File: src/rtl/layer_code_if.sv
// Byte-stream handshake between the byte source and the NeoPixel line encoder.
// One byte plus its end-of-frame flag moves on each clock edge where valid and ready are both high.
interface layer_code_if;
    logic       data_vld_in;
    logic [7:0] data_in;
    logic       data_last_in;
    logic       data_rdy_out;

    modport master (output data_vld_in, data_in, data_last_in, input data_rdy_out);
    modport slave  (input data_vld_in, data_in, data_last_in, output data_rdy_out);
endinterface

File: src/rtl/layer_code.sv
// NeoPixel (WS2812-class) line encoder: serialises bytes MSB first using the layer_conf
// timing counts, then holds the line low for a reset/latch code after each frame's last byte.
module layer_code #(
    parameter int RST_CNT = 16000,
    parameter int RST_W   = 16
) (
    input  logic        clk_in,
    input  logic        rst_n_in,
    input  logic [7:0]  t0h_cnt_in,
    input  logic [7:0]  t0s_cnt_in,
    input  logic [7:0]  t1h_cnt_in,
    input  logic [7:0]  t1s_cnt_in,
    layer_code_if.slave data_if,
    output logic        bit_code_out,
    output logic        busy_out,
    output logic        done_out
);
    typedef enum logic [1:0] {IDLE, SEND, RST} state_t;

    localparam logic [RST_W-1:0] RST_LAST = RST_W'(RST_CNT - 1);

    state_t           state, state_nxt;
    logic             buf_full;
    logic [7:0]       buf_data;
    logic             buf_last;
    logic [7:0]       shift_q;
    logic             cur_last;
    logic [7:0]       h_q, s_q;
    logic [7:0]       cnt, cnt_nxt, cnt_inc;
    logic [2:0]       bit_idx, bit_nxt;
    logic [RST_W-1:0] rst_cnt, rst_cnt_nxt;
    logic             line_nxt, done_nxt, load, advance, sel_bit, accept;

    function automatic logic [RST_W-1:0] rst_inc(input logic [RST_W-1:0] c);
        return (c >= RST_LAST) ? RST_LAST : c + RST_W'(1);
    endfunction

    assign accept               = data_if.data_vld_in && !buf_full;
    assign data_if.data_rdy_out = !buf_full;
    assign busy_out             = (state != IDLE);
    assign cnt_inc              = cnt + 8'd1;
    // Timing is sampled for the bit that starts on this edge: a new byte's MSB or the next shifted bit.
    assign sel_bit              = load ? buf_data[7] : shift_q[6];

    always_comb begin
        state_nxt   = state;
        cnt_nxt     = cnt;
        bit_nxt     = bit_idx;
        rst_cnt_nxt = rst_cnt;
        line_nxt    = 1'b0;
        done_nxt    = 1'b0;
        load        = 1'b0;
        advance     = 1'b0;
        case (state)
            IDLE: begin
                if (buf_full) begin
                    load      = 1'b1;
                    state_nxt = SEND;
                    cnt_nxt   = 8'd0;
                    bit_nxt   = 3'd7;
                    line_nxt  = 1'b1;
                end
            end
            SEND: begin
                if (cnt == s_q) begin
                    if (bit_idx == 3'd0) begin
                        if (cur_last) begin
                            state_nxt   = RST;
                            rst_cnt_nxt = '0;
                        end else if (buf_full) begin
                            load     = 1'b1;
                            cnt_nxt  = 8'd0;
                            bit_nxt  = 3'd7;
                            line_nxt = 1'b1;
                        end else begin
                            state_nxt = IDLE;
                        end
                    end else begin
                        advance  = 1'b1;
                        bit_nxt  = bit_idx - 3'd1;
                        cnt_nxt  = 8'd0;
                        line_nxt = 1'b1;
                    end
                end else begin
                    cnt_nxt  = cnt_inc;
                    line_nxt = (cnt_inc <= h_q);
                end
            end
            RST: begin
                if (rst_cnt == RST_LAST) begin
                    state_nxt = IDLE;
                    done_nxt  = 1'b1;
                end else begin
                    rst_cnt_nxt = rst_inc(rst_cnt);
                end
            end
            default: state_nxt = IDLE;
        endcase
    end

    always_ff @(posedge clk_in or negedge rst_n_in) begin
        if (!rst_n_in) begin
            state        <= IDLE;
            buf_full     <= 1'b0;
            cnt          <= 8'd0;
            bit_idx      <= 3'd0;
            rst_cnt      <= '0;
            bit_code_out <= 1'b0;
            done_out     <= 1'b0;
        end else begin
            state        <= state_nxt;
            cnt          <= cnt_nxt;
            bit_idx      <= bit_nxt;
            rst_cnt      <= rst_cnt_nxt;
            bit_code_out <= line_nxt;
            done_out     <= done_nxt;
            if (load)
                buf_full <= 1'b0;
            else if (accept)
                buf_full <= 1'b1;
        end
    end

    // Datapath registers carry no reset; they are always loaded before being used.
    always_ff @(posedge clk_in) begin
        if (accept) begin
            buf_data <= data_if.data_in;
            buf_last <= data_if.data_last_in;
        end
        if (load) begin
            shift_q  <= buf_data;
            cur_last <= buf_last;
        end else if (advance) begin
            shift_q  <= {shift_q[6:0], 1'b0};
        end
        if (load || advance) begin
            h_q <= sel_bit ? t1h_cnt_in : t0h_cnt_in;
            s_q <= sel_bit ? t1s_cnt_in : t0s_cnt_in;
        end
    end
endmodule

File: src/flat_wrapper.sv
// flat-port wrapper written by rule: the top's interface ports become plain ports
module layer_code_flat 
#(
    parameter int RST_CNT = 16000,
    parameter int RST_W   = 16
)
  (clk_in, rst_n_in, t0h_cnt_in, t0s_cnt_in, t1h_cnt_in, t1s_cnt_in, bit_code_out, busy_out, done_out, data_if_data_vld_in, data_if_data_in, data_if_data_last_in, data_if_data_rdy_out);
  layer_code_if data_if_i ();
  input  logic clk_in;
  input  logic rst_n_in;
  input  logic [7:0] t0h_cnt_in;
  input  logic [7:0] t0s_cnt_in;
  input  logic [7:0] t1h_cnt_in;
  input  logic [7:0] t1s_cnt_in;
  output logic bit_code_out;
  output logic busy_out;
  output logic done_out;
  input wire logic [$bits(data_if_i.data_vld_in)-1:0] data_if_data_vld_in;
  input wire logic [$bits(data_if_i.data_in)-1:0] data_if_data_in;
  input wire logic [$bits(data_if_i.data_last_in)-1:0] data_if_data_last_in;
  output wire logic [$bits(data_if_i.data_rdy_out)-1:0] data_if_data_rdy_out;
  assign data_if_i.data_vld_in = data_if_data_vld_in;
  assign data_if_i.data_in = data_if_data_in;
  assign data_if_i.data_last_in = data_if_data_last_in;
  assign data_if_data_rdy_out = data_if_i.data_rdy_out;
  layer_code #(.RST_CNT(RST_CNT), .RST_W(RST_W)) u_core (.clk_in(clk_in), .rst_n_in(rst_n_in), .t0h_cnt_in(t0h_cnt_in), .t0s_cnt_in(t0s_cnt_in), .t1h_cnt_in(t1h_cnt_in), .t1s_cnt_in(t1s_cnt_in), .data_if(data_if_i), .bit_code_out(bit_code_out), .busy_out(busy_out), .done_out(done_out));
endmodule
File: config.mk
export PLATFORM = sky130hd
export DESIGN_NAME = layer_code_flat
export DESIGN_NICKNAME = d
export VERILOG_FILES = /design/src/rtl/layer_code_if.sv /design/src/rtl/layer_code.sv /design/src/flat_wrapper.sv
export SDC_FILE = /design/constraint.sdc
export NUM_CORES = 1
export LEC_CHECK = 0
export ABC_CLOCK_PERIOD_IN_PS = 2600
export CAP_MARGIN = 20
export CORE_MARGIN = 5
export CORE_UTILIZATION = 35
export DETAILED_ROUTE_END_ITERATION = 7
export DONT_BUFFER_PORTS = 1
export GPL_ROUTABILITY_DRIVEN = 0
export PLACE_DENSITY = 0.61
export SYNTH_ARGS = -nofsm -noshare
export SYNTH_HDL_FRONTEND = slang
export SYNTH_SLANG_ARGS = --single-unit
File: constraint.sdc
create_clock -name clk_in -period 2.6 [get_ports clk_in]
set_clock_uncertainty 0.05 [all_clocks]
set_input_delay 0.52 -clock clk_in [delete_from_list [all_inputs] [get_ports clk_in]]
set_output_delay 0.52 -clock clk_in [all_outputs]
set_load 0.1 [all_outputs]
==> results of run 1 <==
==> registers in the layout (all words and copies together), names as in the netlist <==
name / count
u_core.cur_last: 1
u_core.s_q: 8
u_core.buf_last: 1
u_core.done_out: 1
u_core.shift_q: 7
u_core.bit_code_out: 1
u_core.state: 2
u_core.bit_idx: 3
u_core.cnt: 8
u_core.rst_cnt: 16
u_core.buf_full: 1
u_core.buf_data: 8
u_core.h_q: 8
==> worst paths after layout <==
check,endpoint,slack [ps],from,cells after the start
max in group asynchronous,u_core.cnt[5]$_DFFE_PN0P_,1710,rst_n_in,2
worst min-delay path,u_core.buf_data[2]$_DFFE_PP_,220,data_if_data_in[2],0
worst min register to register,u_core.cur_last$_DFFE_PP_,390,u_core.buf_last$_DFFE_PP_,0
worst max register to register,u_core.s_q[4]$_DFFE_PP_,60,u_core.cnt[4]$_DFFE_PN0P_,7
worst max-delay path,u_core.s_q[4]$_DFFE_PP_,60,u_core.cnt[4]$_DFFE_PN0P_,7
min in group asynchronous,u_core.rst_cnt[7]$_DFFE_PN0P_,600,rst_n_in,2
==> critical path: stages (launching register included) <==
cell and delay (ps):
dfrtp_1 420, xor2_1 160, nor4_2 360, nand4b_2 210, o31ai_4 280, mux2i_4 300, buf_12 180, mux2_2 340
==> kinds of logic after synthesis <==
kind of cell | count (synthesis) | synth area share, %
flip-flops | 65 | 52.69
AO/OA/AOI/OAI | 68 | 14.05
multiplexers | 25 | 8.315
adder cells (fa/ha/maj) | 16 | 5.887
XOR/XNOR | 14 | 3.605
AND/OR/NAND/NOR | 82 | 12.40
buffers and inverters | 25 | 3.054
==> routing by layer <==
metal	part of all wire (%)	wire length, µm	global-route usage (%)
met5	0	0	0
met4	2.1	143	5.230
met3	4.5	308	3.284
met2	48	3301	20.04
met1	45	3095	15.50
==> where the power goes <==
part	internal (mW)	switching (mW)	leakage, nW
registers	1.44	0.129	0.731
clock network	0.451	0.439	0.100
logic	0.771	1.04	0.884
==> repair_timing <==
| item | 4_1_cts | 5_1_grt |
|---|---|---|
| hold buffers | 2 | 0 |
| resized for setup | 0 | 1 |
| hold endpoints to repair | 32 | 0 |
| setup buffers | 0 | 2 |
| setup endpoints to repair | 0 | 16 |
==> stage by stage <==
step	total power, mW	utilization, %
after floorplan	2.881	-
final	4.270	41.39
after global placement	3.332	38.80
after CTS	4.302	41.20
after global routing	4.538	41.39
after detailed placement	3.385	38.80
==> cells in the final DEF, fill, tap and decap left out, drive strengths merged, types with 2 or more instances in the layout <==
master / Yosys / final
o21ai: 26 / 26
o31ai: 2 / 2
a21o: 5 / 5
nand3: 9 / 9
nor2: 10 / 10
nor2b: 3 / 3
nand2: 27 / 27
o22ai: 3 / 3
a21oi: 7 / 7
mux2: 23 / 23
xnor2: 4 / 4
and3: 9 / 9
clkbuf: 5 / 9
inv: 16 / 18
ha: 16 / 16
buf: 4 / 24
xor2: 10 / 10
dfrtp: 32 / 32
a22o: 12 / 12
nor4: 3 / 3
nand2b: 5 / 5
a32o: 6 / 6
mux2i: 2 / 2
clkinv: 0 / 3
or2: 3 / 3
and2: 5 / 5
nand4: 5 / 5
edfxtp: 33 / 33
==> layout make-up <==
type | instances | share of cell area [%]
clock buffer | 9 | 3.104
inverter | 16 | 1.505
clock inverter | 7 | 1.944
timing repair buffer | 25 | 6.021
sequential | 65 | 44.90
tap | 133 | 4.171
multi-input combinational | 205 | 38.35
==> results.toml, run 1 <==
[sta]
tightest_slew_ps = 794.1
slew_viol_final = 0
finalCritPeriodShare_pct = 97.52
fin_crit_ps = 2536
setup_viol = 0
setup_slack_ps = 64.38
max_freq_ghz = 0.3944
rsz0062_at_grt = "yes"
hold_violations = 0
max-slew-margin-rel_pct = 46.95
setup-tns-final_ps = 0
hold_slack_ps = 219.5

[place]
preCtsSetupSlack_ps = 15.09
place_area_um2 = 3740
dp_hpwl_um = 4756
port_buffers = 0
place_inst = 440

[final_layout]
multi_input_area_um2 = 1530
regArea_um2 = 1792
fin_nets = 382
stdcell_area_um2 = 3990
syn_to_final_growth_pct = 17.33
antennaDiodeCount = 0
fillers = 952
drive_above_1_share_pct = 22.02
final_cell_count_no_fill = 460

[clock_network]
clock_sinks = 65
htree_levels = 3
cts_tree = "built"
root_buffer = "clkbuf_8"
clkLatencyLatePin_ps = 340
cts-root-to-sink-buffers = 2
cts_made_buffers = 9
cts.clk_slew.worst_paths_ps = 80

[logic_synthesis]
postSynthAreaPerCell_um2 = 11.53
synth_edf_count = 33
ys_seq_area_share_pct = 52.69
ys.flop_type = "edfxtp_1"
yosys-top-cells-count = "33 x edfxtp_1, 32 x dfrtp_1, 27 x nand2_1"
syn_nets = 355
ys_types = 42
synth.ff_latch_count = 65
synth_warnings = 0
yosysMostFrequentCell = "edfxtp_1"
postSynth.asyncResetShare_pct = 49.23
synth_area_leaders = "edfxtp_1 29%, dfrtp_1 24%, mux2_2 7.6%"
yosys.area.top_type = "edfxtp_1"
synth_top_area_share_pct = 29.14
netlist_area_um2 = 3401
synthCells = 295

[job]
drv_cap = 0

[critical_path]
critical_path_peak_fanout = 16
path_class = "flop to flop"
cp.required_ps = 2640
start_kind = "flop"
crit_path_end_kind = "flop"
cp_data_arrival_time_ps = 2570

[floorplan]
num_io_pins = 48
die-area_um2 = 11790
design.core.area_um2 = 9639
die-height_um = 108.6
start_util_pct = 35.28
die_w_um = 108.6
rows = 36

[power]
power_density_nw_per_um2 = 1070
leakage_nw = 1.715
ir_drop_v = 0.0004590

[worst_hold_path]
worst_hold_path_type = "input pin to flop"

[detailed_routing]
wl_per_cell_um = 14.89
dr.pass1.iters = 4
drt_iter0_drc = 136
vias = 2351
wl_um = 6848
drc = 0
antenna_left = 0
drt-vias-per-instance = 5.111

[global_route]
antenna_found_initial = 0
grt_pass1_wl_um = 11420
grtUsageTotal_pct = 12.34
grt_pass1_vias = 2372
grt_remaining_overflow = 0
grt_start_max_net_pins = 33

[outcome]
status = "finished, final reports clean"
Note: power is estimated with default switching activity, not from simulation.
==> inputs of run 2 (changes only) <==
SETUP_SLACK_MARGIN = 0.1   (was unset)
==> run 2 against run 1 <==
Against the previous run: sequential power barely moved; critical path depth stayed put; largest power group unchanged; power shrank 1.4%; design area shrank 0.28%; global-route usage shrank 0.079 points; routed wire length decreased by 1.7%; largest cell class unchanged; register-to-register slack better by 30 ps; critical path type unchanged; clock power down 4.9%; utilization decreased by 0.12 points.
==> results.toml, run 2 (synthesis gave the netlist of run 1 again) <==
[global_route]
antenna_found_initial = 0
grt_start_max_net_pins = 33
grt_remaining_overflow = 0
grtUsageTotal_pct = 12.26
grt_pass1_vias = 2357
grt_pass1_wl_um = 11280

[clock_network]
root_buffer = "clkbuf_8"
cts_made_buffers = 9
clkLatencyLatePin_ps = 350
htree_levels = 3
clock_sinks = 65
cts-root-to-sink-buffers = 2
cts.clk_slew.worst_paths_ps = 80
cts_tree = "built"

[power]
leakage_nw = 1.709
ir_drop_v = 0.0005066
power_density_nw_per_um2 = 1059

[floorplan]
design.core.area_um2 = 9639
die_w_um = 108.6
num_io_pins = 48
die-area_um2 = 11790
rows = 36
start_util_pct = 35.28
die-height_um = 108.6

[job]
drv_cap = 0

[critical_path]
slowest_delay_ps = 390
path_buf_inv = 1
cpLargestDelayFamily = "multiplexers"
start_kind = "flop"
r2r_setup_slack_ps = 100
crit_path_end_kind = "flop"
crit_path_cell_trace = "xor2_1 > nor4_2 > nand4b_2 > o31ai_4 > mux2i_4 > buf_12 > mux2_2"
cp.required_ps = 2640
cp_data_arrival_time_ps = 2540
critical_path_peak_fanout = 16
slowest_stage = "edfxtp_1"
path_class = "flop to flop"

[sta]
fin_crit_ps = 2502
hold_violations = 0
rsz0062_at_grt = "yes"
max_freq_ghz = 0.3997
setup_viol = 0
slew_viol_final = 0
setup_slack_ps = 98.10
tightest_slew_ps = 831.5
max-slew-margin-rel_pct = 44.45
finalCritPeriodShare_pct = 96.23

[final_layout]
max_flop_register = "u_core.rst_cnt"
largest_reg_flops = 16
fillers = 914
stdcell_area_um2 = 3979
layout_common_cells = "33 x edfxtp_1, 32 x dfrtp_1, 27 x nand2_1, 25 x o21ai_0, 23 x mux2_2"
syn_to_final_growth_pct = 17.00
antennaDiodeCount = 0
fin_nets = 380
drive_above_1_share_pct = 21.85
final_common_cell = "edfxtp_1"

[place]
port_buffers = 0
preCtsSetupSlack_ps = 21.10
place_area_um2 = 3740
dp_hpwl_um = 4763

[detailed_routing]
drc = 0
drt_iter0_drc = 92
vias = 2321
drt-vias-per-instance = 5.068
wl_um = 6730
dr.pass1.iters = 4
antenna_left = 0
wl_per_cell_um = 14.69

[outcome]
status = "finished, final reports clean"

[worst_hold_path]
worst_hold_path_type = "input pin to flop"
-- run 2: cell types whose count changed in the layout (fill, tap and decap cells not counted), sizes merged --
cell / delta
clkinv: +2
inv: -1
clkinvlp: -1
buf: -2
-- run 2: metrics by stage --
stage	hold WS (ps)	setup TNS, ps	utilization [%]	total power, mW	instances
after floorplan	174.4	0	-	2.881	295
after global placement	175.7	0	38.80	3.326	440
after detailed placement	175.8	0	38.80	3.373	440
after CTS	195.4	0	41.12	4.250	458
after global routing	187.6	-612.3	41.28	4.510	458
final	213.2	0	41.28	4.213	458
-- run 2: power breakdown --
group / internal (mW) / switching, mW
Sequential: 1.44 / 0.128
Clock: 0.442 / 0.404
Combinational: 0.771 / 1.03
-- run 2: timing repair --
| item | CTS | global route |
|---|---|---|
| pin swaps | 1 | 1 |
| endpoints found under the hold margin | 32 | 0 |
| cloned | 0 | 0 |
| hold buffers | 2 | 0 |
| gates resized for setup | 0 | 4 |
| setup endpoints to repair | 16 | 36 |
| buffers inserted | 0 | 0 |
-- run 2: path summary, 6_finish.rpt --
kind | from | endpoint | cells after the start
max in group asynchronous | rst_n_in | u_core.cnt[3]$_DFFE_PN0P_ | 2
min in group asynchronous | rst_n_in | u_core.rst_cnt[10]$_DFFE_PN0P_ | 2
worst min register to register | u_core.buf_last$_DFFE_PP_ | u_core.cur_last$_DFFE_PP_ | 0
worst min-delay path | data_if_data_in[2] | u_core.buf_data[2]$_DFFE_PP_ | 0
worst max-delay path | u_core.s_q[2]$_DFFE_PP_ | u_core.h_q[1]$_DFFE_PP_ | 7
worst max register to register | u_core.s_q[2]$_DFFE_PP_ | u_core.h_q[1]$_DFFE_PP_ | 7
-- run 2: final cells by class --
class                      instances  area (µm²)  share of cell area (%)
clock buffer                       9       123.9                   3.113
clock inverter                     7       70.07                   1.761
inverter                          16       60.06                   1.509
multi-input combinational        205        1541                   38.74
sequential                        65        1792                   45.03
tap                              133       166.4                   4.182
timing repair buffer              23       225.2                   5.660
-- run 2: layer usage --
metal	up-vias	global-route usage (%)	wire [µm]	share of wire, %
li1	1137	-	-	-
met1	1119	16.21	3144	47
met5	-	0	0	0
met2	57	18.98	3213	48
met4	0	4.328	91	1.4
met3	8	3.821	281	4.2
-- run 2: worst register-to-register path, delay by kind of cell, from the launching register on --
| kind | cells | cell delay [ps] |
|---|---|---|
| muxes | 2 | 640 |
| and+or+nand+nor | 2 | 540 |
| DFF | 1 | 390 |
| AOI/OAI and AO/OA | 1 | 280 |
| xor gates and xnor gates | 1 | 180 |
| buffers and inverters | 1 | 170 |
